File: config.mk
export PLATFORM = sky130hd
export DESIGN_NAME = mxm_seq_ctrl
export DESIGN_NICKNAME = d
export VERILOG_FILES = /design/src/rtl/mxm_seq_ctrl.sv
export SDC_FILE = /design/constraint.sdc
export NUM_CORES = 1
export LEC_CHECK = 0
export ABC_AREA = 1
export BUFFER_PORTS_ARGS = -buffer_cell sky130_fd_sc_hd__buf_2
export CORE_MARGIN = 2
export CORE_UTILIZATION = 35
export CTS_CLUSTER_DIAMETER = 30
export DETAILED_ROUTE_END_ITERATION = 16
export HOLD_SLACK_MARGIN = 0.15
export SYNTH_ARGS = -nofsm -noshare
export SYNTH_HDL_FRONTEND = slang
export SYNTH_SLANG_ARGS = --single-unit
File: constraint.sdc
create_clock -name clk -period 4 [get_ports clk]
set_input_delay 0.4 -clock clk [delete_from_list [all_inputs] [get_ports clk]]
set_output_delay 0.4 -clock clk [all_outputs]
set_load 0.005 [all_outputs]
File: src/rtl/mxm_seq_ctrl.sv
// rtl/mxm_seq_ctrl.sv - streamed (MxN)x(NxP) multiply sequencer and accumulator
// Walks i, j, k (k innermost), accumulates A*X over k and emits one Y per N operands.
module mxm_seq_ctrl #(
    parameter int W = 8,
    parameter int M = 4,
    parameter int N = 8,
    parameter int P = 4,
    localparam int IW = (M > 1) ? $clog2(M) : 1,
    localparam int KW = (N > 1) ? $clog2(N) : 1,
    localparam int JW = (P > 1) ? $clog2(P) : 1
) (
    input  logic          clk,
    input  logic          rst,
    input  logic          start,
    output logic          busy,
    output logic          done,
    output logic [IW-1:0] idx_i,
    output logic [KW-1:0] idx_k,
    output logic [JW-1:0] idx_j,
    input  logic          op_valid,
    output logic          op_ready,
    input  logic [W-1:0]  a_in,
    input  logic [W-1:0]  x_in,
    output logic          y_valid,
    input  logic          y_ready,
    output logic [W-1:0]  y_data,
    output logic [IW-1:0] y_i,
    output logic [JW-1:0] y_j
);

    localparam logic [1:0] S_IDLE  = 2'd0;
    localparam logic [1:0] S_RUN   = 2'd1;
    localparam logic [1:0] S_FLUSH = 2'd2;

    localparam logic [IW-1:0] I_LAST = IW'(M - 1);
    localparam logic [KW-1:0] K_LAST = KW'(N - 1);
    localparam logic [JW-1:0] J_LAST = JW'(P - 1);

    logic [1:0]    state_q, state_d;
    logic [IW-1:0] i_q, i_d, yi_q, yi_d;
    logic [KW-1:0] k_q, k_d;
    logic [JW-1:0] j_q, j_d, yj_q, yj_d;
    logic [W-1:0]  acc_q, acc_d, y_data_q, y_data_d;
    logic          y_valid_q, y_valid_d, done_q, done_d;

    logic [W-1:0] prod, sum;
    logic         fire;

    // Product and sum both wrap mod 2^W by construction of their widths.
    assign prod = a_in * x_in;
    assign sum  = acc_q + prod;

    // The single output register can be refilled on the same edge it drains.
    assign op_ready = (state_q == S_RUN) && (!y_valid_q || y_ready);
    assign fire     = op_valid && op_ready;

    assign busy    = (state_q != S_IDLE);
    assign done    = done_q;
    assign idx_i   = i_q;
    assign idx_k   = k_q;
    assign idx_j   = j_q;
    assign y_valid = y_valid_q;
    assign y_data  = y_data_q;
    assign y_i     = yi_q;
    assign y_j     = yj_q;

    always_comb begin
        state_d   = state_q;
        i_d       = i_q;
        k_d       = k_q;
        j_d       = j_q;
        acc_d     = acc_q;
        y_data_d  = y_data_q;
        yi_d      = yi_q;
        yj_d      = yj_q;
        y_valid_d = y_valid_q;
        done_d    = 1'b0;
        if (y_valid_q && y_ready) begin
            y_valid_d = 1'b0;
        end
        case (state_q)
            S_IDLE: begin
                if (start) begin
                    state_d = S_RUN;
                    i_d     = '0;
                    k_d     = '0;
                    j_d     = '0;
                    acc_d   = '0;
                end
            end
            S_RUN: begin
                if (fire) begin
                    if (k_q != K_LAST) begin
                        acc_d = sum;
                        k_d   = k_q + 1'b1;
                    end else begin
                        y_data_d  = sum;
                        yi_d      = i_q;
                        yj_d      = j_q;
                        y_valid_d = 1'b1;
                        acc_d     = '0;
                        k_d       = '0;
                        if (j_q != J_LAST) begin
                            j_d = j_q + 1'b1;
                        end else begin
                            j_d = '0;
                            if (i_q != I_LAST) begin
                                i_d = i_q + 1'b1;
                            end else begin
                                i_d     = '0;
                                state_d = S_FLUSH;
                            end
                        end
                    end
                end
            end
            S_FLUSH: begin
                if (y_valid_q && y_ready) begin
                    state_d = S_IDLE;
                    done_d  = 1'b1;
                end
            end
            default: state_d = S_IDLE;
        endcase
    end

    always_ff @(posedge clk or posedge rst) begin
        if (rst) begin
            state_q   <= S_IDLE;
            i_q       <= '0;
            k_q       <= '0;
            j_q       <= '0;
            acc_q     <= '0;
            y_data_q  <= '0;
            yi_q      <= '0;
            yj_q      <= '0;
            y_valid_q <= 1'b0;
            done_q    <= 1'b0;
        end else begin
            state_q   <= state_d;
            i_q       <= i_d;
            k_q       <= k_d;
            j_q       <= j_d;
            acc_q     <= acc_d;
            y_data_q  <= y_data_d;
            yi_q      <= yi_d;
            yj_q      <= yj_d;
            y_valid_q <= y_valid_d;
            done_q    <= done_d;
        end
    end

endmodule

==> results of run 1 <==
## layer usage
layer	routed length, um	up-vias	track usage
met2	2560	41	0.263
met3	228	2	0.0314
li1	-	1121	-
met4	12	0	0.0421
met5	0	-	0
met1	2720	987	0.205
## critical path: stages, from the launching register on
cell	delay [ns]
dfrtp_1	0.34
inv_2	0.06
fa_1	0.52
inv_1	0.05
fa_1	0.50
inv_1	0.05
fa_1	0.48
fa_1	0.50
inv_1	0.08
ha_4	0.25
nand2_1	0.05
inv_1	0.05
a21oi_2	0.17
inv_1	0.05
nand2_1	0.06
nand2_1	0.06
inv_1	0.05
nand3_1	0.09
nand2_1	0.08
nand2_1	0.06
nand3_1	0.06
nand2_1	0.05
## synthesized netlist by cell type, types with 3 or more instances
| master | number |
|---|---|
| xor2_1 | 4 |
| nand2_1 | 114 |
| o21ai_0 | 16 |
| dfrtp_1 | 31 |
| buf_2 | 3 |
| nand3_1 | 18 |
| nor2_1 | 6 |
| fa_1 | 18 |
| o21ai_1 | 3 |
| ha_1 | 21 |
| inv_1 | 79 |
| nand2_2 | 4 |
| nor2_4 | 3 |
## kinds of logic after synthesis
family / after synthesis
buffers and inverters: 86
xor gates and xnor gates: 5
DFF: 31
adders and majority gates: 39
AOI/OAI and AO/OA: 27
and+or+nand+nor: 150
## metrics by stage
stage | TNS, ns | hold WS (ns) | total power, W | instance area (um^2) | utilization
2_1_floorplan | 0 | 0.465 | 0.00124 | 2550 | -
3_3_place_gp | -0.209 | 0.450 | 0.00153 | 2930 | 0.410
3_5_place_dp | -0.312 | 0.473 | 0.00156 | 2930 | 0.410
4_1_cts | 0 | 0.206 | 0.00184 | 3030 | 0.424
5_1_grt | 0 | 0.226 | 0.00208 | 3060 | 0.429
6_report | 0 | 0.196 | 0.00186 | 3060 | 0.429
## report_power, final
part	leakage, nW	internal, W	switching, W
logic	1.41	0.000452	0.000678
clock network	0.0515	0.000157	0.000113
registers	0.413	0.000399	0.0000634
total	1.87	0.00101	0.000854
## registers in the layout, summed over array words and instances (netlist names)
| register | flops |
|---|---|
| acc_q | 8 |
| y_data | 8 |
| idx_k | 3 |
| idx_i | 2 |
| idx_j | 2 |
| state_q | 2 |
| y_i | 2 |
| y_j | 2 |
| done | 1 |
| y_valid | 1 |
## timing repair
action | CTS | global route
gates resized for setup | 0 | 5
setup buffers | 0 | 1
setup endpoints to repair | 0 | 2
## cell type report
type,instances,share of cell area
timing repair buffer,52,0.0924
clock buffer,8,0.0327
tap,99,0.0405
inverter,81,0.0993
multi-input combinational,221,0.482
sequential,31,0.253
## path summary, 6_finish.rpt
kind                                  startpoint                    end
setup / recovery            acc_q[6]$_DFFE_PP0P_  y_data[7]$_DFFE_PP0P_
hold reg to reg            y_data[0]$_DFFE_PP0P_  y_data[0]$_DFFE_PP0P_
hold / removal                               rst  y_data[5]$_DFFE_PP0P_
setup reg to reg            acc_q[6]$_DFFE_PP0P_  y_data[7]$_DFFE_PP0P_
min in group clk                         y_ready      y_valid$_DFF_PP0_
max in group asynchronous                    rst     y_j[0]$_DFFE_PP0P_
==> results.yml, run 1 <==
outcome:
  outcome: "complete, no violations"
synthesis:
  post-synth-top-area-cell: "dfrtp_1"
  synth-edff-count: 0
  muxShareOfSynthArea: 0
  synth-xor-area-share: 0.0172
  yosys-top-cells-area: "dfrtp_1 (30%), nand2_1 (17%), fa_1 (14%)"
  yosys.cell_types.count: 23
  synth_top_family_by_area: "simple AND/OR/NAND/NOR gates"
  yosysWarnings: 0
  synth_fa_ha_area_frac: 0.244
  synthSimpleGateAreaFrac: 0.246
  synth_seq_cells: 31
  synth_ff_type: "dfrtp_1"
  yosysSeqAreaShare: 0.304
  syn_nets: 398
  netlist_instances: 338
  synth_compound_area_frac: 0.0608
  synth.top_cell.area_share: 0.304
  async_flop_share: 1.00
  syn_area_per_cell_um2: 7.55
  mappedNetlistArea_mm2: 0.00255
global_routing:
  antenna_found_initial: 0
  grt_max_degree: 32
  first_global_vias: 2233
  grt_overflow_total: 0
  grt_pass1_wl_um: 9740
  grt.total_usage: 0.156
route:
  wl_per_cell_um: 11.2
  vias: 2151
  drc: 0
  wl_um: 5530
  final_antenna_net_count: 0
  avgViaCountPerCell: 4.37
  drtIter0Drc: 80
  dr.pass1.iters: 5
setup_path:
  critPathMaxFanout: 3
  start_kind: "flop"
  arrival_ns: 3.93
  cp.required_ns: 4.17
  reg2reg_slack_ns: 0.24
  crit_type: "reg -> reg"
  endpoint_kind: "flop"
  reg2regPathDepth: 21
cells_and_area:
  stdcell_count: 492
  nets: 452
  diodes: 0
  area_growth_pct: 19.9
  fillers: 790
  multi_input_area_mm2: 0.00147
  mostFrequentLayoutCells: "nand2_1 (114), inv_1 (78), buf_2 (43), dfrtp_1 (31), ha_1 (20)"
  seqCellArea_um2: 776
  drive_above_1_share: 0.193
  final_common_cell: "nand2_1"
timing:
  rsz0062_at_grt: "no"
  setup_viol: 0
  layout_setup_ws_ns: 0.237
  period_needed_ns: 3.76
  clock_skew_ns: 0.00411
  worstMarginPinSlew_ns: 0.589
  max_freq_mhz: 266
  finalCritPeriodShare: 0.941
  max-slew-margin-rel: 0.607
  finalHoldViolations: 0
  maxSlewViolCount: 0
die:
  initial_core_util: 0.358
  die_y_um: 89.4
  num_rows: 31
  ioPinCount: 44
  core_area_mm2: 0.00714
  fp.dieW_um: 89.4
  dieArea_mm2: 0.00799
run:
  drv_cap: 0
pwr:
  powerDensity_mw_per_mm2: 608
  p_leak_nw: 1.87
  ir_drop_mv: 0.396
place:
  place.gp.congestion: 0.847
  port_buffers: 43
  dp_slack_ns: -0.164
  dp_hpwl_um: 4450
  placed_cells: 483
clock_network:
  clockBufferDepth: 2
  h-tree-depth: 2
  clk_pin_slew_ns: 0.07
  cts.sinks: 31
  root_buffer: "clkbuf_8"
  postCtsHoldBufs: 0
  cts_tree: "yes"
  clock_latency_ns: 0.27
  cts_buffers: 5
min_path:
  hold_class: "in -> async"
No activity file was read; power rests on OpenSTA's default activity.
==> run 2: changes to the inputs <==
--- a/config.mk
+++ b/config.mk
@@ -5,7 +5,6 @@
 export SDC_FILE = /design/constraint.sdc
 export NUM_CORES = 1
 export LEC_CHECK = 0
-export ABC_AREA = 1
 export BUFFER_PORTS_ARGS = -buffer_cell sky130_fd_sc_hd__buf_2
 export CORE_MARGIN = 2
 export CORE_UTILIZATION = 35
==> results.yml, run 2 <==
clock_network:
  clock_latency_ns: 0.27
  cts_tree: "yes"
  cts_buffers: 5
  postCtsHoldBufs: 0
  clk_pin_slew_ns: 0.06
  h-tree-depth: 2
  clockBufferDepth: 2
  root_buffer: "clkbuf_8"
  cts.sinks: 31
die:
  dieArea_mm2: 0.00727
  die_y_um: 85.3
  initial_core_util: 0.362
  ioPinCount: 44
  num_rows: 29
  fp.dieW_um: 85.3
  core_area_mm2: 0.00639
pwr:
  p_switching_w: 0.000766
  p_int_w: 0.00126
  power.total_w: 0.00203
  p_leak_nw: 1.50
  seq_power_share: 0.251
  powerDensity_mw_per_mm2: 717
  ir_drop_mv: 0.349
  clockPowerShare: 0.107
  swShare: 0.378
  comb_power_share: 0.642
synthesis:
  mappedNetlistArea_mm2: 0.00231
  synth_ff_type: "dfrtp_1"
  async_flop_share: 1.00
  yosysSeqAreaShare: 0.335
  yosys.cell_types.count: 30
  ys_top_cells_by_count: "dfrtp_1 (31), inv_1 (29), nand2_1 (23), ha_1 (21), fa_1 (18)"
  syn_nets: 272
  netlist_instances: 212
  synth_seq_cells: 31
  yosysMostFrequentCell: "dfrtp_1"
  synth.top_cell.area_share: 0.335
  syn_area_per_cell_um2: 10.9
  yosys-top-cells-area: "dfrtp_1 (34%), fa_1 (16%), ha_1 (11%)"
  post-synth-top-area-cell: "dfrtp_1"
  yosysWarnings: 0
  synth-edff-count: 0
cells_and_area:
  nets: 332
  diodes: 0
  area_growth_pct: 22.2
  mostFrequentLayoutCells: "buf_2 (43), dfrtp_1 (31), inv_1 (27), nand2_1 (23), ha_1 (18)"
  fin_util: 0.442
  drive_above_1_share: 0.336
  final_common_cell: "buf_2"
  fin_area_mm2: 0.00283
  stdcell_count: 348
setup_path:
  start_kind: "input port"
  critPathMaxFanout: 2
  crit_type: "in -> reg"
  endpoint_kind: "flop"
  cp.required_ns: 4.16
  arrival_ns: 4.03
global_routing:
  first_global_vias: 1722
  grt_max_degree: 32
  antenna_found_initial: 0
  grt.total_usage: 0.142
  grt_pass1_wl_um: 8200
  grt_overflow_total: 0
outcome:
  outcome: "complete, no violations"
route:
  drc: 0
  wl_per_cell_um: 13.5
  avgViaCountPerCell: 4.74
  dr.pass1.iters: 4
  drtIter0Drc: 29
  wl_um: 4700
  final_antenna_net_count: 0
  vias: 1649
timing:
  period_needed_ns: 3.87
  rsz0062_at_grt: "yes"
  finalHoldViolations: 0
  setup_viol: 0
  finalCritPeriodShare: 0.968
  max_freq_mhz: 258
  finalSetupTns_ns: 0
  maxSlewViolCount: 0
  worstMarginPinSlew_ns: 1.14
  max-slew-margin-rel: 0.231
  clock_skew_ns: 0.00337
place:
  placed_cells: 339
  dp_hpwl_um: 3720
  port_buffers: 43
  place.gp.congestion: 0.792
  placed_area_mm2: 0.00269
min_path:
  hold_class: "in -> async"
run:
  drv_cap: 0
run 2: changes by cell type in the layout (fill, tap and decap cells not counted), moves of 5 or more:
cell / previous run / this run
o21ai_0: 16 / 2
xnor2_1: 1 / 10
and2_1: 0 / 12
nand3_1: 17 / 1
a22o_1: 2 / 12
nand2_1: 114 / 23
buf_4: 9 / 14
inv_1: 78 / 27
mux2_2: 0 / 13
run 2: per-stage QoR:
stage                     worst slack [ns]  hold slack, ns
final                                0.127           0.199
after CTS                           0.0178           0.212
after global placement              -0.188           0.483
after detailed placement            -0.309           0.488
after global routing               -0.0244           0.235
after floorplan                     0.0122           0.473
run 2: area by class of cell:
class / count / area [um^2]
Clock buffer: 6 / 72.6
Fill cell: 638 / 3560
Inverter: 29 / 109
Multi-Input combinational cell: 148 / 1450
Sequential cell: 31 / 776
Tap cell: 77 / 96.3
Timing Repair Buffer: 57 / 320
run 2: metal layers:
metal | routed length, um | global-route usage | vias up | part of all wire
met1 | 2180 | 0.197 | 792 | 0.46
li1 | - | - | 808 | -
met5 | 0 | 0 | - | 0
met3 | 218 | 0.0292 | 7 | 0.046
met2 | 2260 | 0.228 | 42 | 0.48
met4 | 48 | 0.0375 | 0 | 0.010
run 2: kinds of logic after synthesis:
| family | count (synthesis) | share of synthesized area |
|---|---|---|
| fa+ha+maj | 39 | 0.269 |
| flops | 31 | 0.335 |
| buf+inv | 33 | 0.0546 |
| mux | 14 | 0.0682 |
| simple gates | 57 | 0.128 |
| compound gates | 22 | 0.0720 |
| xor+xnor | 16 | 0.0725 |
run 2: worst max-delay path: stages:
cell	delay, ns
buf_2	0.10
and2_4	0.15
fa_1	0.55
inv_2	0.05
fa_1	0.49
inv_1	0.04
ha_1	0.27
inv_1	0.04
fa_1	0.48
inv_2	0.05
fa_2	0.35
a21o_1	0.19
a21oi_2	0.13
xnor3_1	0.24
xnor3_1	0.21
mux2_4	0.28
run 2: power groups by stage:
stage / combinational [W] / clock (W) / sequential, W
final: 0.00130 / 0.000216 / 0.000508
after CTS: 0.00123 / 0.000226 / 0.000512
after detailed placement: 0.00120 / 0 / 0.000517
after global placement: 0.00117 / 0 / 0.000515
after floorplan: 0.000813 / 0 / 0.000507
after global routing: 0.00148 / 0.000239 / 0.000529
run 2: path summary, 6_finish.rpt:
kind	from	endpoint	slack [ns]	cells past startpoint
setup / recovery	a_in[3]	y_data[7]$_DFFE_PP0P_	0.13	16
hold / removal	rst	done$_DFF_PP0_	0.20	3
setup reg to reg	acc_q[3]$_DFFE_PP0P_	y_data[7]$_DFFE_PP0P_	0.14	13
hold reg to reg	y_data[6]$_DFFE_PP0P_	y_data[6]$_DFFE_PP0P_	0.50	1
max in group asynchronous	rst	idx_j[1]$_DFFE_PP0P_	3.51	3
min in group clk	start	state_q[0]$_DFFE_PP0P_	0.40	3
run 2: repair_timing:
item	in CTS	in global routing
buffers inserted	1	2
gates resized for setup	1	8
pin swaps	3	9
endpoints found under the setup margin	2	2
==> run 3: changes to the inputs <==
--- a/config.mk
+++ b/config.mk
@@ -7,10 +7,11 @@
 export LEC_CHECK = 0
 export BUFFER_PORTS_ARGS = -buffer_cell sky130_fd_sc_hd__buf_2
 export CORE_MARGIN = 2
-export CORE_UTILIZATION = 35
+export CORE_UTILIZATION = 60
 export CTS_CLUSTER_DIAMETER = 30
 export DETAILED_ROUTE_END_ITERATION = 16
 export HOLD_SLACK_MARGIN = 0.15
+export PLACE_DENSITY = 0.85
 export SYNTH_ARGS = -nofsm -noshare
 export SYNTH_HDL_FRONTEND = slang
 export SYNTH_SLANG_ARGS = --single-unit
==> constraint.sdc (replaced) <==
create_clock -name clk -period 4.6 [get_ports clk]
set_input_delay 0.46 -clock clk [delete_from_list [all_inputs] [get_ports clk]]
set_output_delay 0.46 -clock clk [all_outputs]
set_load 0.005 [all_outputs]
==> results.yml, run 3 (synthesized netlist as in run 2, its figures left out) <==
clock_network:
  clk_pin_slew_ns: 0.06
  cts_buffers: 5
  cts_resized: 0
  postCtsHoldBufs: 0
  root_buffer: "clkbuf_8"
  clock_latency_ns: 0.28
  cts.sinks: 31
  cts_setup_buffers: 0
  h-tree-depth: 2
  cts_tree: "yes"
  clockBufferDepth: 2
timing:
  finalSetupTns_ns: 0
  maxSlewViolCount: 0
  setup_viol: 0
  max_freq_mhz: 234
  worstMarginPinSlew_ns: 0.970
  rsz0062_at_grt: "no"
  max-slew-margin-rel: 0.349
  finalCritPeriodShare: 0.929
  finalHoldViolations: 0
  period_needed_ns: 4.27
  clock_skew_ns: 0.00395
pwr:
  powerDensity_mw_per_mm2: 600
  power.total_w: 0.00161
  p_leak_nw: 1.45
  ir_drop_mv: 0.458
place:
  placed_cells: 302
  dp_hpwl_um: 3560
  place.gp.congestion: 0.847
  placed_area_mm2: 0.00259
  port_buffers: 43
die:
  num_rows: 22
  dieArea_mm2: 0.00437
  die_y_um: 66.1
  core_area_mm2: 0.00369
  fp.dieW_um: 66.1
  initial_core_util: 0.627
  ioPinCount: 44
setup_path:
  cp_slowest_cell: "fa_1"
  critPathMaxFanout: 5
  endpoint_kind: "flop"
  crit_type: "in -> reg"
  start_kind: "input port"
  path_cells: "buf_2 -> and2_1 -> fa_1 -> inv_1 -> fa_1 -> inv_1 -> ha_1 -> inv_1 -> fa_1 -> inv_1 -> fa_1 -> a21o_1 -> a21oi_1 -> xnor3_1 -> xnor3_1 -> mux2_2"
  max_stage_delay_ns: 0.53
  critical-path-top-delay-family: "adder cells"
  cp.required_ns: 4.77
  crit_buf_inv: 5
  arrival_ns: 4.44
route:
  drtIter0Drc: 128
  drc: 0
  final_antenna_net_count: 0
  wl_per_cell_um: 14.2
  vias: 1649
  dr.pass1.iters: 4
  avgViaCountPerCell: 5.32
  wl_um: 4410
min_path:
  hold_class: "in -> async"
global_routing:
  grt_max_degree: 32
  grt.busiest_layer: "met2"
  grt.total_usage: 0.239
  grt_pass1_wl_um: 7650
  first_global_vias: 1633
  gr-usage-met3: 0.0647
  grt_overflow_total: 0
  grtUsageMet1: 0.344
  use_met2: 0.361
  antenna_found_initial: 0
cells_and_area:
  final_common_cell: "buf_2"
  area_growth_pct: 15.6
  mostFrequentLayoutCells: "buf_2 (43), dfrtp_1 (31), inv_1 (29), nand2_1 (23), ha_1 (21)"
  stdcell_count: 310
  seqCellArea_um2: 776
  nets: 321
  multi_input_area_mm2: 0.00141
  diodes: 0
  fillers: 271
  drive_above_1_share: 0.279
  fin_area_mm2: 0.00267
run:
  drv_cap: 0
outcome:
  outcome: "complete, no violations"
[run 3: through the flow]
stage | hold WS (ns) | util | setup WS (ns)
after detailed placement | 0.492 | 0.703 | 0.0243
after CTS | 0.251 | 0.725 | 0.322
final | 0.238 | 0.725 | 0.329
after global routing | 0.288 | 0.725 | 0.107
after floorplan | 0.473 | - | 0.314
after global placement | 0.484 | 0.703 | 0.0978
[run 3: layout make-up]
cell class                 count  share of cell area
multi-input combinational    148               0.527
sequential                    31               0.290
timing repair buffer          46              0.0889
inverter                      29              0.0407
clock buffer                   7              0.0285
tap                           48              0.0225
clock inverter                 1             0.00187
[run 3: worst paths after layout]
| check | slack (ns) | to | depth (start not counted) | start |
|---|---|---|---|---|
| max | 0.33 | y_data[7]$_DFFE_PP0P_ | 16 | a_in[3] |
| min | 0.24 | idx_k[2]$_DFFE_PP0P_ | 3 | rst |
| max reg2reg | 0.35 | y_data[7]$_DFFE_PP0P_ | 14 | acc_q[4]$_DFFE_PP0P_ |
| min reg2reg | 0.50 | y_data[5]$_DFFE_PP0P_ | 1 | y_data[5]$_DFFE_PP0P_ |
| max in group asynchronous | 4.08 | y_data[7]$_DFFE_PP0P_ | 3 | rst |
| min in group clk | 0.44 | state_q[0]$_DFFE_PP0P_ | 3 | start |
[run 3: power by group]
group          internal [W]  total, W  leakage [nW]  switching, W
clock network      0.000106  0.000203        0.0422     0.0000969
logic              0.000501  0.000958          1.01      0.000458
registers          0.000375  0.000444         0.394     0.0000691
[run 3: tightest hold or removal path, delay by kind of cell]
family | cells | cell delay, ns
buf+inv | 3 | 0.47
[run 3: layer usage]
| metal | share of wire | vias up |
|---|---|---|
| met5 | 0 | - |
| met4 | 0.012 | 0 |
| met3 | 0.038 | 9 |
| met2 | 0.48 | 28 |
| met1 | 0.47 | 822 |
| li1 | - | 790 |
